==> src/rtl/bus_arbiter.sv <==
// Four-master round-robin bus arbiter with active-low requests and registered active-low grants.
// Optional hogging watchdog is compiled in with `define BUS_ARB_TIMEOUT_EN.
module bus_arbiter #(
  parameter int TIMEOUT_CYCLES = 256
) (
  input  logic       clk,
  input  logic       reset,
  input  logic       m0_req_,
  input  logic       m1_req_,
  input  logic       m2_req_,
  input  logic       m3_req_,
  output logic       m0_grnt_,
  output logic       m1_grnt_,
  output logic       m2_grnt_,
  output logic       m3_grnt_,
  output logic [1:0] bus_owner,
  output logic       bus_busy,
  output logic       arb_timeout
);

  // Handshake: a master holds req_ low for as long as it wants the bus; its
  // grnt_ goes low one edge after req_ is sampled low and stays low until the
  // edge that samples req_ high (or a watchdog revoke). Only one grnt_ is low.

  typedef enum logic {IDLE, OWNED} state_t;

  state_t      state_q, state_d;
  logic [1:0]  owner_q, owner_d;
  logic [3:0]  grnt_q, grnt_d;
  logic        busy_q, busy_d;
  logic        timeout_q, timeout_d;
  logic [3:0]  req;
  logic [2:0]  pick_any, pick_other;
  logic        wd_expire;

  if (TIMEOUT_CYCLES < 2 || TIMEOUT_CYCLES > 65535) begin : g_bad_timeout
    $error("bus_arbiter: TIMEOUT_CYCLES out of range 2..65535");
  end

  assign req = ~{m3_req_, m2_req_, m1_req_, m0_req_};

  // Returns {found, index}; candidates are from+1, from+2, from+3 and, when
  // incl_from is set, from itself last.
  function automatic logic [2:0] rr_pick(input logic [3:0] r, input logic [1:0] from,
                                         input logic incl_from);
    logic [2:0] res;
    logic [1:0] idx;
    res = 3'b000;
    for (int k = 1; k <= 4; k++) begin
      idx = from + 2'(k);
      if (!res[2] && r[idx] && (incl_from || k != 4)) res = {1'b1, idx};
    end
    return res;
  endfunction

  assign pick_any   = rr_pick(req, owner_q, 1'b1);
  assign pick_other = rr_pick(req, owner_q, 1'b0);

`ifdef BUS_ARB_TIMEOUT_EN
  logic [15:0] wd_cnt_q, wd_cnt_d;

  assign wd_expire = (state_q == OWNED) && (wd_cnt_q == 16'(TIMEOUT_CYCLES - 1));

  // Counter restarts whenever ownership changes or the bus is idle, and only
  // advances while some other master is waiting.
  always_comb begin
    wd_cnt_d = wd_cnt_q;
    if (state_q != OWNED || state_d != OWNED || owner_d != owner_q) wd_cnt_d = 16'd0;
    else if (pick_other[2]) wd_cnt_d = wd_cnt_q + 16'd1;
  end
`else
  assign wd_expire = 1'b0;
`endif

  always_comb begin
    state_d   = state_q;
    owner_d   = owner_q;
    timeout_d = 1'b0;
    case (state_q)
      IDLE: begin
        if (pick_any[2]) begin
          state_d = OWNED;
          owner_d = pick_any[1:0];
        end
      end
      OWNED: begin
        if (!req[owner_q]) begin
          // Release wins over a simultaneous watchdog expiry.
          if (pick_other[2]) owner_d = pick_other[1:0];
          else               state_d = IDLE;
        end else if (wd_expire && pick_other[2]) begin
          owner_d   = pick_other[1:0];
          timeout_d = 1'b1;
        end
      end
      default: state_d = IDLE;
    endcase
    grnt_d = (state_d == OWNED) ? ~(4'b0001 << owner_d) : 4'b1111;
    busy_d = (state_d == OWNED);
  end

  always_ff @(posedge clk or posedge reset) begin
    if (reset) begin
      state_q   <= IDLE;
      owner_q   <= 2'd3;
      grnt_q    <= 4'b1111;
      busy_q    <= 1'b0;
      timeout_q <= 1'b0;
`ifdef BUS_ARB_TIMEOUT_EN
      wd_cnt_q  <= 16'd0;
`endif
    end else begin
      state_q   <= state_d;
      owner_q   <= owner_d;
      grnt_q    <= grnt_d;
      busy_q    <= busy_d;
      timeout_q <= timeout_d;
`ifdef BUS_ARB_TIMEOUT_EN
      wd_cnt_q  <= wd_cnt_d;
`endif
    end
  end

  assign {m3_grnt_, m2_grnt_, m1_grnt_, m0_grnt_} = grnt_q;
  assign bus_owner   = owner_q;
  assign bus_busy    = busy_q;
  assign arb_timeout = timeout_q;

endmodule

==> config.mk <==
export PLATFORM = sky130hd
export DESIGN_NAME = bus_arbiter
export DESIGN_NICKNAME = d
export VERILOG_FILES = /design/src/rtl/bus_arbiter.sv
export SDC_FILE = /design/constraint.sdc
export NUM_CORES = 1
export LEC_CHECK = 0
export BUFFER_PORTS_ARGS = -buffer_cell sky130_fd_sc_hd__buf_4
export CORE_AREA = 5 5 42 44
export DETAILED_ROUTE_END_ITERATION = 10
export DIE_AREA = 0 0 47 49
export PLACE_DENSITY = 0.59
export SLEW_MARGIN = 40
export SYNTH_ARGS = -nofsm -noshare
export SYNTH_HDL_FRONTEND = slang
export SYNTH_SLANG_ARGS = --single-unit
==> constraint.sdc <==
create_clock -name clk -period 3.8 [get_ports clk]
set_input_delay 0.57 -clock clk [delete_from_list [all_inputs] [get_ports clk]]
set_output_delay 0.57 -clock clk [all_outputs]
set_load 0.05 [all_outputs]
==> results.cfg, run 1 <==
[global_routing]
initial_antenna_violation_count = 0
grt_first_pass_wirelength_um = 1730
grt_usage_pct = 10.2
vias_in_the_first_global_route = 391
grt_start_max_net_pins = 21
grt_overflow_total = 0

[critical_path]
worst_r2r_startpoint = bus_owner[0]$_DFF_PP1_
ff2ff_path_depth = 5
worstSetupEndpointType = register
crit_path_arrival_time_ps = 2090
crit-reg2reg-capture = grnt_q[1]$_DFF_PP1_
path_class = reg -> reg
worstPathMaxFanout = 20
critPathRequiredTime_ps = 3970
r2r_setup_slack_ps = 1880
critical_path.startpoint_type = register

[cells_and_area]
synthToLayoutAreaGrowth_pct = 20.6
fillers = 147
finish.net_count = 72
finish.utilization_pct = 43.9
antennaDiodeCount = 0
fraction_of_layout_instances_using_a_drive_strength_above_1_pct = 40.0
regArea_sq_um = 183
multiInputGateArea_sq_um = 285

[pwr]
lkg_pwr_nw = 0.274
power_switching_w = 0.000286
power.sequential.fraction_pct = 29.6
power.share.switching_pct = 48.3
share_clk_of_total_power_pct = 11.0
worst_case_vdd_ir_drop_mv = 0.347
power.density_cell_area_mw_per_mm2 = 961
combPwrFrac_pct = 59.4
intPower_w = 0.000306

[sta]
fin_crit_sh_pct = 50.6
finalMaxSlewViolations = 0
timing_hold_violations_final = 0
max_clock_freq_ghz = 0.520
number_of_endpoints_failing_setup_at_the_final_stage = 0
setup_tns_ps = 0
final.setup.worst_slack_ps = 1880
rsz0062_at_grt = no
clock_skew_ps = 1.17
timing.final.crit_period_ps = 1920

[logic_synthesis]
synth_nets = 59
synth.yosys.seq_area_share_pct = 35.8
yosys.cell_types.count = 31
synth_top_cells_by_area = dfstp_2, mux2i_1, nand2_1
yosysWarnings = 0
post_synth_fa_ha_maj_area_fraction_pct = 0
synth_compound_area_share_pct = 20.8
combinational_family_with_the_most_area_after_synthesis = simple AND/OR/NAND/NOR gates
post-synth-top-area-cell = dfstp_2
syn_area_sq_um = 510
post_synth.cell_area_avg_sq_um = 9.63
synth_top_cell_area_share_pct = 30.9
synth_xor_area_share_pct = 1.72
syn-instance-count = 53
synth.area.mux_share_pct = 10.8
yosys_register_bits = 7
yosys.area_share.simple_pct = 21.8

[routing]
routed-via-count = 422
vias_per_cell = 5.21
wl_per_cell_um = 12.8
totalWireLength_um = 1030
drcViolationCount = 0
dr.first_iter.drc_count = 14
firstDrtPassIters = 4
final_antenna_net_count = 0

[floorplan]
i_o_pins = 14
site_row_count = 14
dieWidth_um = 47
initial_utilization_pct = 36.4
die_h_um = 49
fp.dieArea_sq_mm = 0.00230
core_area_sq_mm = 0.00140

[place]
routabilityCongestion = 0.801
pre_cts_ws_ps = 1880
detailed_placement_wirelength_estimate_um = 765
io_buffer_count = 12

[min_path]
hold_path_class = in -> async

[clock_tree]
h-tree-depth = 1
worst_setup_hold_path_clk_slew_ps = 50
cts_repair_resize_count = 0
cts_sinks = 7
ctsRootBufferMaster = clkbuf_4
max-clock-path-buffers = 2
tritoncts = done
worst_skew_pair_later_pin_latency_ps = 240
tritoncts.num_buffers = 3
number_of_buffers_added_to_fix_hold_violations_after_cts = 0
cts.repair_timing.setup_buffer_count = 0

[job]
max_cap_violations = 0

[outcome]
run_status = complete, no violations
## registers in the layout (all words and copies together), names as in the netlist
| signal | flops |
|---|---|
| bus_busy | 1 |
| bus_owner | 2 |
| grnt_q | 4 |
## worst max path at each step
stage                           to  cells past startpoint                    from
3_5_place_dp   grnt_q[0]$_DFF_PP1_                      5  bus_owner[0]$_DFF_PP1_
6_report       grnt_q[1]$_DFF_PP1_                      5  bus_owner[0]$_DFF_PP1_
5_1_grt        grnt_q[2]$_DFF_PP1_                      5  bus_owner[0]$_DFF_PP1_
4_1_cts        grnt_q[1]$_DFF_PP1_                      5  bus_owner[0]$_DFF_PP1_
2_1_floorplan  grnt_q[1]$_DFF_PP1_                      6  bus_owner[0]$_DFF_PP1_
3_3_place_gp   grnt_q[0]$_DFF_PP1_                      5  bus_owner[0]$_DFF_PP1_
## cells by family after synthesis
family | count (synthesis)
buffers and inverters | 7
multiplexers | 5
XOR/XNOR | 1
AO/OA/AOI/OAI | 12
flip-flops | 7
AND/OR/NAND/NOR | 20
other | 1
## worst max-delay path: stages, from the launching register on
cell and delay, ps:
dfstp_2 750, nor2_2 80, o2bb2ai_2 130, a211oi_2 450, mux2_4 340, o2111ai_2 80
## layout make-up
cell class                 instances  share of cell area [%]
sequential                         7                    29.7
timing repair buffer              12                    14.6
clock buffer                       4                    4.27
multi-input combinational         39                    46.3
tap                               16                    3.25
inverter                           3                    1.83
## synthesized netlist by cell type, drive strengths merged
master and number:
dfrtp 1, a31oi 2, nand2 7, nand3b 2
o2111ai 2, dfstp 6, buf 4, xnor2 1
or3b 1, mux2i 4, a21oi 1, o32ai 1
nand4 1, or3 1, o22ai 1, conb 1
inv 3, a211oi 1, mux2 1, nor2 2
o21ai 1, o2bb2ai 2, and4b 1, nand3 4
and3b 1, a2bb2oi 1
## per-stage QoR
stage	power [W]	cells	cell area (sq um)	hold WS, ps
after CTS	0.000599	81	616	254
after global placement	0.000529	77	589	511
after detailed placement	0.000529	77	589	516
final	0.000592	81	616	255
after floorplan	0.000464	53	510	369
after global routing	0.000638	81	616	261
## layer usage
| metal | track usage, % | vias up | part of all wire [%] | wire length [um] |
|---|---|---|---|---|
| li1 | - | 221 | - | - |
| met1 | 14.7 | 197 | 50 | 518 |
| met2 | 12.9 | 4 | 48 | 492 |
| met3 | 4.43 | 0 | 2.2 | 23 |
| met4 | 4.15 | 0 | 0 | 0 |
| met5 | 0 | - | 0 | 0 |
## power by group through the flow
stage | clock network, W | logic [W] | registers [W]
6_report | 0.0000651 | 0.000351 | 0.000175
2_1_floorplan | 0 | 0.000218 | 0.000247
3_5_place_dp | 0 | 0.000353 | 0.000177
5_1_grt | 0.0000735 | 0.000380 | 0.000184
4_1_cts | 0.0000685 | 0.000354 | 0.000176
3_3_place_gp | 0 | 0.000354 | 0.000175
## placed cells by master, fill, tap and decap left out, drive strengths merged, types with 2 or more instances in the layout
master and count:
buf 12, inv 3, nor2 2, a31oi 2, dfstp 6, o2111ai 2
mux2i 4, nand2 7, clkbuf 4, nand3b 2, o2bb2ai 2, nand3 4
Power figures use the tool's default switching activity.
==> run 2, diff against run 1 <==
ABC_AREA = 1   (was unset)
PLACE_DENSITY = 0.61   (was 0.59)
clock period = 1.8 ns   (was 3.8 ns; I/O delays follow)
==> run 2 against run 1 <==
Against the previous run: fmax is 19% higher; hold slack gained 210 ps; final area up 12%; die area stayed put.
==> results.cfg, run 2 <==
[min_path]
hold_path_class = in -> reg

[cells_and_area]
fraction_of_layout_instances_using_a_drive_strength_above_1_pct = 38.2
multiInputGateArea_sq_um = 303
fillers = 143
largest_register_ff_count = 4
antennaDiodeCount = 0
finish.net_count = 109
mostFrequentLayoutCells = nand2_1, buf_4, nand2_2, inv_1, dfstp_2
regMostFlops = grnt_q
mostFrequentLayoutCell = nand2_1
synthToLayoutAreaGrowth_pct = 27.9
regArea_sq_um = 183

[logic_synthesis]
syn-instance-count = 84
post_synth.cell_area_avg_sq_um = 6.40
synth_edf_count = 0
synth_top_cell_area_share_pct = 29.3
yosys.cell_types.count = 16
syn_area_sq_um = 538
ys_async_sr_fraction_pct = 100
yosys_register_bits = 7
synth_top_cells_by_area = dfstp_2, nand2_1, nand2_2
synthMostInstantiatedCell = nand2_1
synth_nets = 90
yosys-top-cells-count = nand2_1, nand2_2, inv_1, dfstp_2, nand3_1
synth.yosys.seq_area_share_pct = 34.0
yosysWarnings = 0
post-synth-top-area-cell = dfstp_2
dominantRegCellSynth = dfstp_2

[clock_tree]
ctsRootBufferMaster = clkbuf_4
max-clock-path-buffers = 2
cts_sinks = 7
tritoncts = done
worst_setup_hold_path_clk_slew_ps = 50
tritoncts.num_buffers = 3
h-tree-depth = 1
cts_repair_resize_count = 0
worst_skew_pair_later_pin_latency_ps = 250

[place]
routabilityCongestion = 0.762
io_buffer_count = 12
detailed_placement_wirelength_estimate_um = 934

[floorplan]
die_h_um = 49
fp.dieArea_sq_mm = 0.00230
i_o_pins = 14
core_area_sq_mm = 0.00140
initial_utilization_pct = 38.4
dieWidth_um = 47
site_row_count = 14

[routing]
drcViolationCount = 0
wl_per_cell_um = 10.3
totalWireLength_um = 1220
final_antenna_net_count = 0
dr.first_iter.drc_count = 15
routed-via-count = 563
vias_per_cell = 4.77
firstDrtPassIters = 4

[global_routing]
grt_overflow_total = 0
grt_start_max_net_pins = 14
vias_in_the_first_global_route = 482
grt_usage_pct = 12.4
initial_antenna_violation_count = 0
grt_first_pass_wirelength_um = 2040

[sta]
clock_skew_ps = 3.76
timing.final.crit_period_ps = 1620
fin_crit_sh_pct = 90.1
timing_hold_violations_final = 0
setup_tns_ps = 0
finalMaxSlewViolations = 0
number_of_endpoints_failing_setup_at_the_final_stage = 0
max_clock_freq_ghz = 0.617
rsz0062_at_grt = no

[job]
max_cap_violations = 0

[critical_path]
path_class = reg -> reg
r2r_setup_slack_ps = 180
worstPathMaxFanout = 10
crit_path_arrival_time_ps = 1800
worst_r2r_startpoint = bus_owner[0]$_DFF_PP1_
critPathLaunch = bus_owner[0]$_DFF_PP1_
capture_point_of_the_worst_path = grnt_q[1]$_DFF_PP1_
critPathRequiredTime_ps = 1980
critical_path.startpoint_type = register
crit-reg2reg-capture = grnt_q[1]$_DFF_PP1_
ff2ff_path_depth = 10
worstSetupEndpointType = register

[outcome]
run_status = complete, no violations
-- run 2: layout make-up --
type                       count  area share [%]
timing repair buffer          16            17.8
sequential                     7            26.5
tap                           16            2.91
inverter                       9            4.91
multi-input combinational     66            44.0
clock buffer                   4            3.82
-- run 2: critical path, cell delays in order (launching register included) --
cell and delay, ps:
dfstp_2 630, buf_4 150, nand2_1 60, nand2_2 110, nand2_1 70, nand2_1 60, nand2_1 60, nand2_2 60
nand3_1 120, a21oi_2 180, nand2_1 60
-- run 2: how the worst min path moves through the flow --
stage                     startpoint  cells past startpoint             endpoint
after global routing         m0_req_                      5  grnt_q[0]$_DFF_PP1_
after CTS                    m0_req_                      5  grnt_q[0]$_DFF_PP1_
after global placement         reset                      2   bus_busy$_DFF_PP0_
after floorplan                reset                      1   bus_busy$_DFF_PP0_
after detailed placement       reset                      2   bus_busy$_DFF_PP0_
final                        m0_req_                      5  grnt_q[0]$_DFF_PP1_
-- run 2: kinds of logic (layout without fill, tap and decap cells) --
| family | count (synthesis) | in the layout | share of synthesized area [%] |
|---|---|---|---|
| and+or+nand+nor | 60 | 60 | 50.2 |
| buffers and inverters | 11 | 29 | 9.77 |
| DFF | 7 | 7 | 34.0 |
| AOI/OAI and AO/OA | 5 | 5 | 5.35 |
| other | 1 | 1 | 0.697 |
-- run 2: stage by stage --
step / worst slack [ps] / instances / hold slack [ps] / utilization [%] / cell area (sq um)
6_report: 179 / 118 / 463 / 49.1 / 688
5_1_grt: 29.9 / 118 / 477 / 49.1 / 688
4_1_cts: 140 / 115 / 449 / 47.5 / 666
3_5_place_dp: 152 / 110 / 216 / 44.9 / 629
3_3_place_gp: 152 / 110 / 210 / 44.9 / 629
2_1_floorplan: 147 / 84 / 69.0 / - / 538
-- run 2: timing repair --
action                                  CTS  global route
hold buffers                              1             0
endpoints found under the setup margin    0             4
hold endpoints to repair                  1             0
buffers inserted                          0             3
-- run 2: routing by layer --
metal	GRT usage (%)	part of all wire [%]
met5	0	0
met2	15.4	47
met3	3.32	4.2
met4	9.68	0
met1	17.2	49
Power of run 2 is left out: the tool's default activity adds up to more than one toggle a clock period on the data nets, which glitch-free logic cannot reach.
==> run 3, diff against run 2 <==
clock period = 1.5 ns   (was 1.8 ns; I/O delays follow)
==> run 3 against run 2 <==
Against the previous run: first-iteration DRC count increased by 33%; non-clock buffer count increased by 9; wire length increased by 20%; sequential share of layout area decreased by 5.8 points; final area increased by 28%; worst setup slack got worse by 260 ps; the flow now finishes with violations (setup timing); critical path depth increased by 2; hold slack got worse by 42 ps; register-to-register slack got worse by 260 ps.
==> results.cfg, run 3 (same netlist as run 2, synthesis figures left out) <==
[critical_path]
worstPathMaxFanout = 6
worstSetupEndpointType = register
crit_path_arrival_time_ps = 1770
path_class = reg -> reg
critical_path.startpoint_type = register
critPathRequiredTime_ps = 1690

[global_routing]
initial_antenna_violation_count = 0
grt_first_pass_wirelength_um = 2150
grt_start_max_net_pins = 8
grt_overflow_total = 0
grt_usage_pct = 12.5
vias_in_the_first_global_route = 547

[routing]
drcViolationCount = 0
firstDrtPassIters = 4
wl_per_cell_um = 11.5
vias_per_cell = 4.85
routed-via-count = 616
final_antenna_net_count = 0
totalWireLength_um = 1460
dr.first_iter.drc_count = 20

[sta]
max_clock_freq_ghz = 0.634
clock_skew_ps = 3.30
finalMaxSlewViolations = 0
number_of_endpoints_failing_setup_at_the_final_stage = 5
rsz0062_at_grt = yes
fin_crit_sh_pct = 105
timing_hold_violations_final = 0
timing.final.crit_period_ps = 1580
final.setup.worst_slack_ps = -78.1

[clock_tree]
worst_skew_pair_later_pin_latency_ps = 260
tritoncts = done
worst_setup_hold_path_clk_slew_ps = 50
cts_sinks = 7
h-tree-depth = 1
tritoncts.num_buffers = 3
ctsRootBufferMaster = clkbuf_4
max-clock-path-buffers = 2

[floorplan]
dieWidth_um = 47
fp.dieArea_sq_mm = 0.00230
site_row_count = 14
initial_utilization_pct = 38.4
core_area_sq_mm = 0.00140
i_o_pins = 14
die_h_um = 49

[place]
detailed_placement_wirelength_estimate_um = 990
io_buffer_count = 12
routabilityCongestion = 0.801

[cells_and_area]
fraction_of_layout_instances_using_a_drive_strength_above_1_pct = 63.1
fillers = 124
finish.net_count = 118
mostFrequentLayoutCell = nand2_1
regMostFlops = grnt_q
largest_register_ff_count = 4
antennaDiodeCount = 0
mostFrequentLayoutCells = nand2_1, nand2_2, buf_4, inv_1, dfstp_2
synthToLayoutAreaGrowth_pct = 63.5
finish.utilization_pct = 62.8

[outcome]
failed_checks = setup timing
run_status = finished with violations

[job]
max_cap_violations = 0

[min_path]
hold_path_class = in -> reg
## run 3: changes by cell type in the layout (fill, tap and decap cells not counted), sizes merged
cell  before  now
buf       15   24
## run 3: metrics by stage
stage | area (sq um) | setup WS, ps | hold WS, ps | cells | setup TNS [ps]
finish | 880 | -78.1 | 422 | 127 | -339
global route | 880 | -175 | 453 | 127 | -927
CTS | 748 | -39.0 | 418 | 124 | -143
detailed placement | 696 | -60.7 | 170 | 118 | -258
global placement | 696 | -60.6 | 160 | 118 | -199
floorplan | 544 | -132 | 24.0 | 84 | -646
## run 3: path summary, 6_finish.rpt
kind / startpoint / endpoint / slack (ps) / cells past startpoint
min: m0_req_ / grnt_q[1]$_DFF_PP1_ / 420 / 5
max: bus_owner[0]$_DFF_PP1_ / grnt_q[2]$_DFF_PP1_ / -80 / 12
max in group asynchronous: reset / grnt_q[3]$_DFF_PP1_ / 800 / 3
min in group asynchronous: reset / bus_busy$_DFF_PP0_ / 440 / 3
min reg2reg: bus_busy$_DFF_PP0_ / bus_owner[1]$_DFF_PP1_ / 700 / 3
max reg2reg: bus_owner[0]$_DFF_PP1_ / grnt_q[2]$_DFF_PP1_ / -80 / 12
## run 3: critical path, cell delays in order, from the launching register on
cell and delay, ps:
dfstp_2 620, buf_6 130, nand2_1 50, nand2_2 100, nand2_2 70, nand2_2 70
nand2_2 50, nand2_2 70, nand2_2 50, nand2_2 80, nand2_2 70, nor2_2 90
nand2_1 60
## run 3: metal layers
layer	share of wire [%]	global-route usage, %	vias to the layer above
li1	-	-	307
met3	5.6	3.32	5
met2	50	19.0	21
met4	2.1	4.15	0
met1	43	16.8	283
met5	0	0	-
## run 3: layout make-up
type                    instances  area (sq um)  share of cell area, %
flip-flops and latches          7           183                   20.8
clock buffers                   4          26.3                   2.99
multi-input cells              66           402                   45.7
repair buffers                 25           213                   24.2
inverters                       9          36.3                   4.13
well taps                      16          20.0                   2.28
## run 3: timing repair
action | in CTS | in global routing
gates cloned | 0 | 0
pin swaps | 0 | 3
setup buffers | 1 | 4
endpoints found under the hold margin | 1 | 0
resized for setup | 4 | 31
hold buffers | 1 | 0
endpoints found under the setup margin | 6 | 8
Power of run 3 is left out for the same reason.
